===== src/rtl/ibuff_pkg.sv =====
// Shared types and constants for the instruction-buffer sequencing controller.
// No logic here: state encoding, buffer geometry and default line offset width.
// Imported by ibuff_ctrl.
package ibuff_pkg;

    // Controller sequencing states
    typedef enum logic [1:0] {
        IDLE  = 2'd0,
        FLUSH = 2'd1,
        RUN   = 2'd2
    } state_e;

    // Buffer geometry: four slots, slot index is line address modulo 4
    localparam int NUM_ENTRIES = 4;
    localparam int IDX_W       = 2;

    // Line offset width for the default 16-byte cache line
    localparam int LINE_OFF_W  = 4;

endpackage


===== src/rtl/ibuff_ctrl.sv =====
// Instruction-buffer sequencer: issues line fetches, allocates/loads/frees the 4 slots, flushes on redirect.
// Latency: request one cycle after FLUSH; load strobe combinational with the response; head visible the cycle after load.
// Backpressure: request valid/addr hold while fetch_req_ready=0; no new request while 4 slots allocated or MAX_INFLIGHT outstanding.
module ibuff_ctrl
    import ibuff_pkg::*;
#(
    parameter int ADDR_WIDTH   = 32,
    parameter int LINE_BYTES   = 16,
    parameter int MAX_INFLIGHT = 4
) (
    input  logic                  clk,
    input  logic                  rst,
    input  logic                  redirect_valid,
    input  logic [ADDR_WIDTH-1:0] redirect_pc,
    output logic                  fetch_req_valid,
    input  logic                  fetch_req_ready,
    output logic [ADDR_WIDTH-1:0] fetch_req_addr,
    input  logic                  fetch_resp_valid,
    input  logic [3:0]            ibuf_valid,
    output logic [3:0]            ibuf_load,
    output logic [3:0]            ibuf_invalidate,
    input  logic                  deq_ready,
    output logic                  head_valid,
    output logic [1:0]            head_idx,
    output logic [ADDR_WIDTH-1:0] head_pc
);

    localparam int                    OFF_W    = $clog2(LINE_BYTES);
    localparam logic [2:0]            CNT_MAX  = 3'(NUM_ENTRIES);
    localparam logic [2:0]            INF_MAX  = 3'(MAX_INFLIGHT);
    localparam logic [ADDR_WIDTH-1:0] LINE_INC = ADDR_WIDTH'(LINE_BYTES);

    state_e                  state_q, state_d;
    logic [ADDR_WIDTH-1:0]   next_line_q, next_line_d;
    logic [ADDR_WIDTH-1:0]   head_pc_q, head_pc_d;
    logic [IDX_W-1:0]        head_q, head_d;
    logic [IDX_W-1:0]        tail_q, tail_d;
    logic [IDX_W-1:0]        fill_q, fill_d;
    logic [2:0]              count_q, count_d;
    logic [2:0]              inflight_q, inflight_d;
    // Stale responses still owed by the cache; can exceed 4 across back-to-back redirects
    logic [3:0]              drop_q, drop_d;

    logic                    req_hs;
    logic                    deq_fire;
    logic                    resp_drop;
    logic                    resp_load;
    logic                    resp_hit;
    logic [ADDR_WIDTH-1:0]   redir_line;

    // Redirect target rounded down to its cache line
    assign redir_line = {redirect_pc[ADDR_WIDTH-1:OFF_W], {OFF_W{1'b0}}};

    // Handshake qualifiers and output strobes; redirect suppresses load and dequeue
    always_comb begin
        fetch_req_valid = (state_q == RUN) && (count_q < CNT_MAX) && (inflight_q < INF_MAX);
        fetch_req_addr  = next_line_q;
        req_hs          = fetch_req_valid && fetch_req_ready;
        head_valid      = (state_q == RUN) && ibuf_valid[head_q];
        head_idx        = head_q;
        head_pc         = head_pc_q;
        deq_fire        = deq_ready && head_valid && !redirect_valid;
        resp_drop       = fetch_resp_valid && (drop_q != 4'd0);
        // A response with nothing owed is a protocol error and never loads
        resp_hit        = resp_drop || (fetch_resp_valid && (inflight_q != 3'd0));
        resp_load       = fetch_resp_valid && (drop_q == 4'd0) && (inflight_q != 3'd0)
                          && !redirect_valid;
        ibuf_load       = resp_load ? (4'b0001 << fill_q) : 4'b0000;
        ibuf_invalidate = 4'b0000;
        if (state_q == FLUSH) begin
            ibuf_invalidate = 4'b1111;
        end else if (deq_fire) begin
            ibuf_invalidate = 4'b0001 << head_q;
        end
    end

    // Next-state for FSM, pointers and counters; redirect overrides every other event
    always_comb begin
        state_d     = state_q;
        next_line_d = next_line_q;
        head_pc_d   = head_pc_q;
        head_d      = head_q;
        tail_d      = tail_q;
        fill_d      = fill_q;
        count_d     = count_q;
        inflight_d  = inflight_q;
        drop_d      = drop_q;
        if (redirect_valid) begin
            state_d     = FLUSH;
            next_line_d = redir_line;
            head_pc_d   = redir_line;
            head_d      = redir_line[OFF_W +: IDX_W];
            tail_d      = redir_line[OFF_W +: IDX_W];
            fill_d      = redir_line[OFF_W +: IDX_W];
            count_d     = 3'd0;
            inflight_d  = 3'd0;
            // Everything still owed, plus a request accepted this cycle, minus one answered now
            drop_d      = drop_q + 4'(inflight_q) + 4'(req_hs) - 4'(resp_hit);
        end else begin
            case (state_q)
                IDLE:    state_d = IDLE;
                FLUSH:   state_d = RUN;
                RUN:     state_d = RUN;
                default: state_d = IDLE;
            endcase
            if (req_hs) begin
                tail_d      = tail_q + 2'd1;
                next_line_d = next_line_q + LINE_INC;
            end
            if (resp_drop) begin
                drop_d = drop_q - 4'd1;
            end
            if (resp_load) begin
                fill_d = fill_q + 2'd1;
            end
            if (deq_fire) begin
                head_d    = head_q + 2'd1;
                head_pc_d = head_pc_q + LINE_INC;
            end
            count_d    = count_q + 3'(req_hs) - 3'(deq_fire);
            inflight_d = inflight_q + 3'(req_hs) - 3'(resp_load);
        end
    end

    // State and datapath registers
    always_ff @(posedge clk or posedge rst) begin
        if (rst) begin
            state_q     <= IDLE;
            next_line_q <= '0;
            head_pc_q   <= '0;
            head_q      <= '0;
            tail_q      <= '0;
            fill_q      <= '0;
            count_q     <= '0;
            inflight_q  <= '0;
            drop_q      <= '0;
        end else begin
            state_q     <= state_d;
            next_line_q <= next_line_d;
            head_pc_q   <= head_pc_d;
            head_q      <= head_d;
            tail_q      <= tail_d;
            fill_q      <= fill_d;
            count_q     <= count_d;
            inflight_q  <= inflight_d;
            drop_q      <= drop_d;
        end
    end

endmodule


===== config.mk =====
export PLATFORM = sky130hd
export DESIGN_NAME = ibuff_ctrl
export DESIGN_NICKNAME = d
export VERILOG_FILES = /design/src/rtl/ibuff_pkg.sv /design/src/rtl/ibuff_ctrl.sv
export SDC_FILE = /design/constraint.sdc
export NUM_CORES = 1
export LEC_CHECK = 0
export BUFFER_PORTS_ARGS = -buffer_cell sky130_fd_sc_hd__clkbuf_2
export CORE_MARGIN = 1.5
export CORE_UTILIZATION = 25
export CTS_BUF_LIST = sky130_fd_sc_hd__clkbuf_16
export CTS_CLUSTER_DIAMETER = 80
export DETAILED_ROUTE_END_ITERATION = 16
export GPL_TIMING_DRIVEN = 0
export MAX_ROUTING_LAYER = met4
export PLACE_DENSITY_LB_ADDON = 0.15
export SYNTH_ARGS = -nofsm -noshare
export SYNTH_HDL_FRONTEND = slang
export SYNTH_SLANG_ARGS = --single-unit
export TNS_END_PERCENT = 5

===== constraint.sdc =====
create_clock -name clk -period 2.6 [get_ports clk]
set_input_delay 0 -clock clk [delete_from_list [all_inputs] [get_ports clk]]
set_output_delay 0 -clock clk [all_outputs]
set_load 0.01 [all_outputs]

* Yosys cells after proc, flatten, opt, wreduce, memory -nomap -nowiden
Index checks and enable logic that the tools add are counted.
Word-level totals: input bits 42, flip-flop bits (word level) 80, output and inout port bits 76
Cells by class: equality and inequality tests 2, shifts and indexed selects 2, mux-type cells 19, $add $sub $neg 12, magnitude comparators 3, reduce and logical (&&, ||, !) cells 21
Operator list (number):
- 32-bit 2-to-1 mux | 4
- 32-bit by 5-bit adder with 32-bit output (second input constant) | 2
- 4-bit 2-to-1 mux | 5
- 2-bit 2-to-1 mux | 6
- 1-bit logical AND | 11
- 2-bit nonzero test | 4
- 1-bit by 2-bit << shifter with 4-bit output (first input constant) | 2
- 3-bit by 1-bit adder with 3-bit output | 2
- 3-bit < comparator (second input constant) | 2
- 3-bit 2-to-1 mux | 2
- 3-bit by 1-bit subtractor with 3-bit output | 2
- 2-bit by 1-bit adder with 2-bit output (second input constant) | 2
- 4-bit by 1-bit adder with 4-bit output | 1
- 4-bit by 3-bit adder with 4-bit output | 1
- 4-bit zero test | 1
- 4-bit nonzero test | 1
- 4-bit by 1-bit subtractor with 4-bit output | 1
- 4-bit by 1-bit subtractor with 4-bit output (second input constant) | 1
- 2-bit by 3-bit < comparator with 1-bit output (second input constant) | 1
- 3-bit nonzero test | 1
- 1-bit binary-select mux with 2-bit select | 1
- 2-bit by 1-bit equality test with 1-bit output (second input constant) | 1
- 2-bit equality test (second input constant) | 1
- 2-bit OR reduction | 1
- 3 further kinds | 3

* Longest topological paths before layout
word-level depth 7, depth in mapped cells 13

* Worst setup path after synthesis
Ideal clock, no wire load.
path kind reg-to-reg, start point reg state_q[0], end point reg count_q[2], slack 0.076 ns, cell stages (with the launch flop) 14, library setup time 0.131 ns, period minus slack after synthesis 2.524 ns, arrival time 2.393 ns, cells stage by stage dfrtp_1 inv_1 ha_1 nand3b_1 o22a_2 buf_6 nor2_1 ha_1 inv_1 ha_1 inv_1 fa_1 xnor2_1 nor2_1
On the way: longest elaborated chain between the ends 7, elaborated cells on any way between the ends 10
Ends and longest elaborated chain:
- start: declaration | RTL line ibuff_ctrl.sv:33 | state_e state_q, state_d;
- start signal: assignment | RTL line ibuff_ctrl.sv:138 | state_q <= state_d;
- 2-bit equality test (*) | RTL line ibuff_ctrl.sv:56, ibuff_ctrl.sv:59
- 1-bit logical AND (2 in series) | RTL line ibuff_ctrl.sv:56 | fetch_req_valid = (state_q == RUN) && (count_q < CNT_MAX) && (inflight_q < INF_MAX);
- 1-bit logical AND | RTL line ibuff_ctrl.sv:58 | req_hs = fetch_req_valid && fetch_req_ready;
- 3-bit by 1-bit adder with 3-bit output | RTL line ibuff_ctrl.sv:120 | count_d = count_q + 3'(req_hs) - 3'(deq_fire);
- 3-bit by 1-bit subtractor with 3-bit output (*) | RTL line ibuff_ctrl.sv:120
- 3-bit 2-to-1 mux (*) | RTL line ibuff_ctrl.sv:88 | if (redirect_valid) begin
- via count_d[2] | RTL line ibuff_ctrl.sv:39 | logic [2:0] count_q, count_d;
- end signal: assignment | RTL line ibuff_ctrl.sv:144 | count_q <= count_d;
- end: declaration | RTL line ibuff_ctrl.sv:39
The timed path passes the listed nets; every way through them passes the cells marked *. A chain may end at the register's enable or synchronous reset.

* Final worst setup path
start point reg drop_q[0], end point reg drop_q[3]
On the way: longest elaborated chain between the ends 5, elaborated cells on any way between the ends 10
Ends and longest elaborated chain:
- start: declaration | RTL line ibuff_ctrl.sv:42 | logic [3:0] drop_q, drop_d;
- start signal: assignment | RTL line ibuff_ctrl.sv:146 | drop_q <= drop_d;
- branches (longest 5 deep; another with 4-bit by 3-bit adder with 4-bit output)
Parallel ways; which one is timed is not known. The select of a mux whose other input is x is not followed.

==> flow_metrics.env <==
export IMPL_wire_per_inst_um=17.1
export IMPL_period_share_pct=98.0
export IMPL_vias_per_cell=4.64
export IMPL_row_count=49
export IMPL_worst_slew_pin_slew_ns=1.07
export IMPL_die_w_um=138
export IMPL_synth_seq_cells=72
export IMPL_hold_viol_final=0
export IMPL_place_congestion=0.808
export IMPL_grt_max_degree=39
export IMPL_cp_max_fo=3
export IMPL_finalSetupViolCount=0
export IMPL_power_density_nw_per_um2=608
export IMPL_rsz0062_at_grt="true"
export IMPL_dp_hpwl_mm=10.7
export IMPL_crit_type="reg2reg"
export IMPL_holdCritPathClass="in2reg"
export IMPL_wirelength_mm=14.1
export IMPL_fillers=1875
export IMPL_maxCapViolations=0
export IMPL_clk_path_buf_depth=2
export IMPL_dp_cells=787
export IMPL_cts_tree="done"
export IMPL_cp_slowest_cell="dfrtp_1"
export IMPL_netlist_instances=445
export IMPL_fp_dieArea_um2=19000
export IMPL_cp_start_kind="flip-flop"
export IMPL_die_y_um=138
export IMPL_fin_cells=829
export IMPL_async_flop_share_pct=100
export IMPL_antenna_found_initial=0
export IMPL_min_period_ns=2.55
export IMPL_regArea_um2=1800
export IMPL_cts_buffers=9
export IMPL_cp_cell_sequence="inv_2 > ha_2 > nor3b_4 > a21boi_0 > ha_1 > inv_1 > ha_1 > nor2b_1 > o21a_1 > or3_1 > a31oi_1 > xnor2_1"
export IMPL_port_buffers=105
export IMPL_worstPathBufferInverterCount=2
export IMPL_critical_path_required_ns=2.86
export IMPL_nNetsFinal=663
export IMPL_root_buffer="clkbuf_16"
export IMPL_holdWs_ns=0.0156
export IMPL_htree_levels=3
export IMPL_grt_pass1_vias=3770
export IMPL_clock_fmax_mhz=392
export IMPL_drive_gt1_share_pct=33.0
export IMPL_ys_top_cells_by_area="dfrtp_1 (40%), mux2_2 (8.2%), xnor2_1 (7.7%)"
export IMPL_slew_viol_final=0
export IMPL_clock_sinks=72
export IMPL_postRouteAntennaNets=0
export IMPL_power_leakage_uw=0.00274
export IMPL_finalSetupTns_ns=0
export IMPL_cpLargestDelayFamily="adder cells"
export IMPL_fin_skew_ns=0.00601
export IMPL_crit_top_cell="ha_1"
export IMPL_antennaDiodeCount=0
export IMPL_netlist_area_um2=4550
export IMPL_grt_overflow=0
export IMPL_maxSlewHeadroom_pct=28.2
export IMPL_end_kind="flip-flop"
export IMPL_clk_pin_slew_ns=0.06
export IMPL_grt_first_pass_wirelength_mm=21.7
export IMPL_vias=3846
export IMPL_start_util_pct=25.4
export IMPL_ys_seq_area_share_pct=39.6
export IMPL_multi_input_area_um2=2620
export IMPL_ioPinCount=118
export IMPL_route_detailed_drc=0
export IMPL_area_delta_synth_final_pct=33.4
export IMPL_clk_insertion_delay_late_ns=0.34
export IMPL_drt_pass1_iter_count=6
export IMPL_grt_usage_pct=15.9
export IMPL_synth_edf_count=0
export IMPL_design_core_area_um2=17900
export IMPL_power_uw=3690
export IMPL_synth_top_area_share_pct=39.6
export IMPL_status="complete, no violations"
export IMPL_yosysTopAreaCell="dfrtp_1"
export IMPL_synth_warnings=0
export IMPL_ys_types=49
export IMPL_cp_arrival_ns=2.81
export IMPL_dominantRegCellSynth="dfrtp_1"
export IMPL_drt_iter0_drc=186
export IMPL_crit_path_max_incr_delay_ns=0.38
export IMPL_syn_avg_cell_area_um2=10.2
export IMPL_vdd_drop_max_uv=290
sequential cells by signal, indices dropped and copies added, names as in the netlist:
signal	flops
head_pc	28
head_idx	2
count_q	3
drop_q	4
fill_q	2
inflight_q	3
state_q	2
fetch_req_addr	28
worst min-delay path, delay by kind of cell:
family / cells / cell delay [ns]
AOI/OAI and AO/OA: 1 / 0.13
and+or+nand+nor: 1 / 0.10
buffers and inverters: 1 / 0.09
cell type report:
cell class | instances | area share, %
Inverter | 28 | 1.77
Timing Repair Buffer | 132 | 13.2
Buffer | 21 | 2.45
Multi-Input combinational cell | 331 | 43.2
Clock buffer | 9 | 3.71
Clock inverter | 7 | 1.32
Sequential cell | 72 | 29.7
Tap cell | 229 | 4.72
power breakdown:
group / internal [uW] / switching (uW) / leakage (uW) / total (uW)
Sequential: 1260 / 180 / 0.000844 / 1440
Clock: 825 / 489 / 0.000161 / 1310
Combinational: 463 / 477 / 0.00174 / 940
worst paths after layout:
path | start | end | slack [ns] | depth (start not counted)
max | drop_q[0]$_DFFE_PP0P_ | drop_q[3]$_DFFE_PP0P_ | 0.05 | 12
min in group asynchronous | rst | drop_q[2]$_DFFE_PP0P_ | 0.24 | 3
max in group asynchronous | rst | fetch_req_addr[27]$_DFFE_PP0N_ | 1.77 | 4
min reg2reg | drop_q[3]$_DFFE_PP0P_ | drop_q[3]$_DFFE_PP0P_ | 0.52 | 1
max reg2reg | drop_q[0]$_DFFE_PP0P_ | drop_q[3]$_DFFE_PP0P_ | 0.05 | 12
min | redirect_pc[4] | fetch_req_addr[4]$_DFFE_PP0N_ | 0.02 | 3
cells in the mapped netlist, types with 6 or more instances:
cell       n
a21boi_0   7
a21oi_1    8
a31oi_1    6
and2_1     6
and3_1    14
buf_4      8
clkbuf_1   9
dfrtp_1   72
ha_1      22
inv_1     28
mux2_2    33
mux2i_1    6
nand2_1   31
nand3_1   21
nand4_1   20
nor2_1    19
nor3_1     7
nor4_1     6
o21ai_0    9
xnor2_1   40
xor2_1    16
cells in the final DEF (no fill, tap or decap), types with 4 or more instances in the layout:
master,count
conb_1,8
nor2_1,15
a21boi_0,7
a21o_1,4
clkbuf_2,106
nand2b_1,4
clkbuf_1,8
inv_1,26
a31oi_1,6
and3_1,14
mux2_2,33
nand3_1,21
clkbuf_16,9
and2_1,6
nor3_1,5
nand2_1,31
dlygate4sd3_1,24
xor2_1,16
nor4_1,5
inv_2,4
nor2b_1,4
xnor2_1,40
buf_4,10
mux2i_1,4
a21oi_1,8
ha_1,20
dfrtp_1,71
nand4_1,20
o21ai_0,9
metal layers:
layer,global-route usage (%),wire [um],vias up
li1,-,-,1857
met1,21.5,6850,1863
met2,24.6,6490,109
met3,2.01,613,17
met4,5.56,202,0
met5,-,0,-
repair_timing:
action | in CTS | in global routing
cloned | 0 | 0
buffers inserted | 0 | 2
pin swaps | 0 | 6
endpoints found under the hold margin | 78 | 0
gates resized for setup | 13 | 15
hold buffers | 24 | 0
endpoints found under the setup margin | 16 | 22
logic make-up after synthesis:
| kind of cell | count (synthesis) | share of synthesized area (%) |
|---|---|---|
| AOI/OAI and AO/OA | 47 | 7.06 |
| adders and majority gates | 26 | 7.80 |
| DFF | 72 | 39.6 |
| xor gates and xnor gates | 56 | 10.8 |
| muxes | 40 | 9.81 |
| other | 1 | 0.0823 |
| and+or+nand+nor | 154 | 19.6 |
| buffers and inverters | 49 | 5.36 |
per-stage QoR:
stage	util (%)	setup slack, ns	cell area, um^2
3_3_place_gp	30.1	-0.479	5390
4_1_cts	33.6	-0.0971	6010
5_1_grt	33.9	-0.151	6070
6_report	33.9	0.0517	6070
3_5_place_dp	30.2	-0.367	5420
2_1_floorplan	-	0.0759	4580
Power figures use the tool's default switching activity.
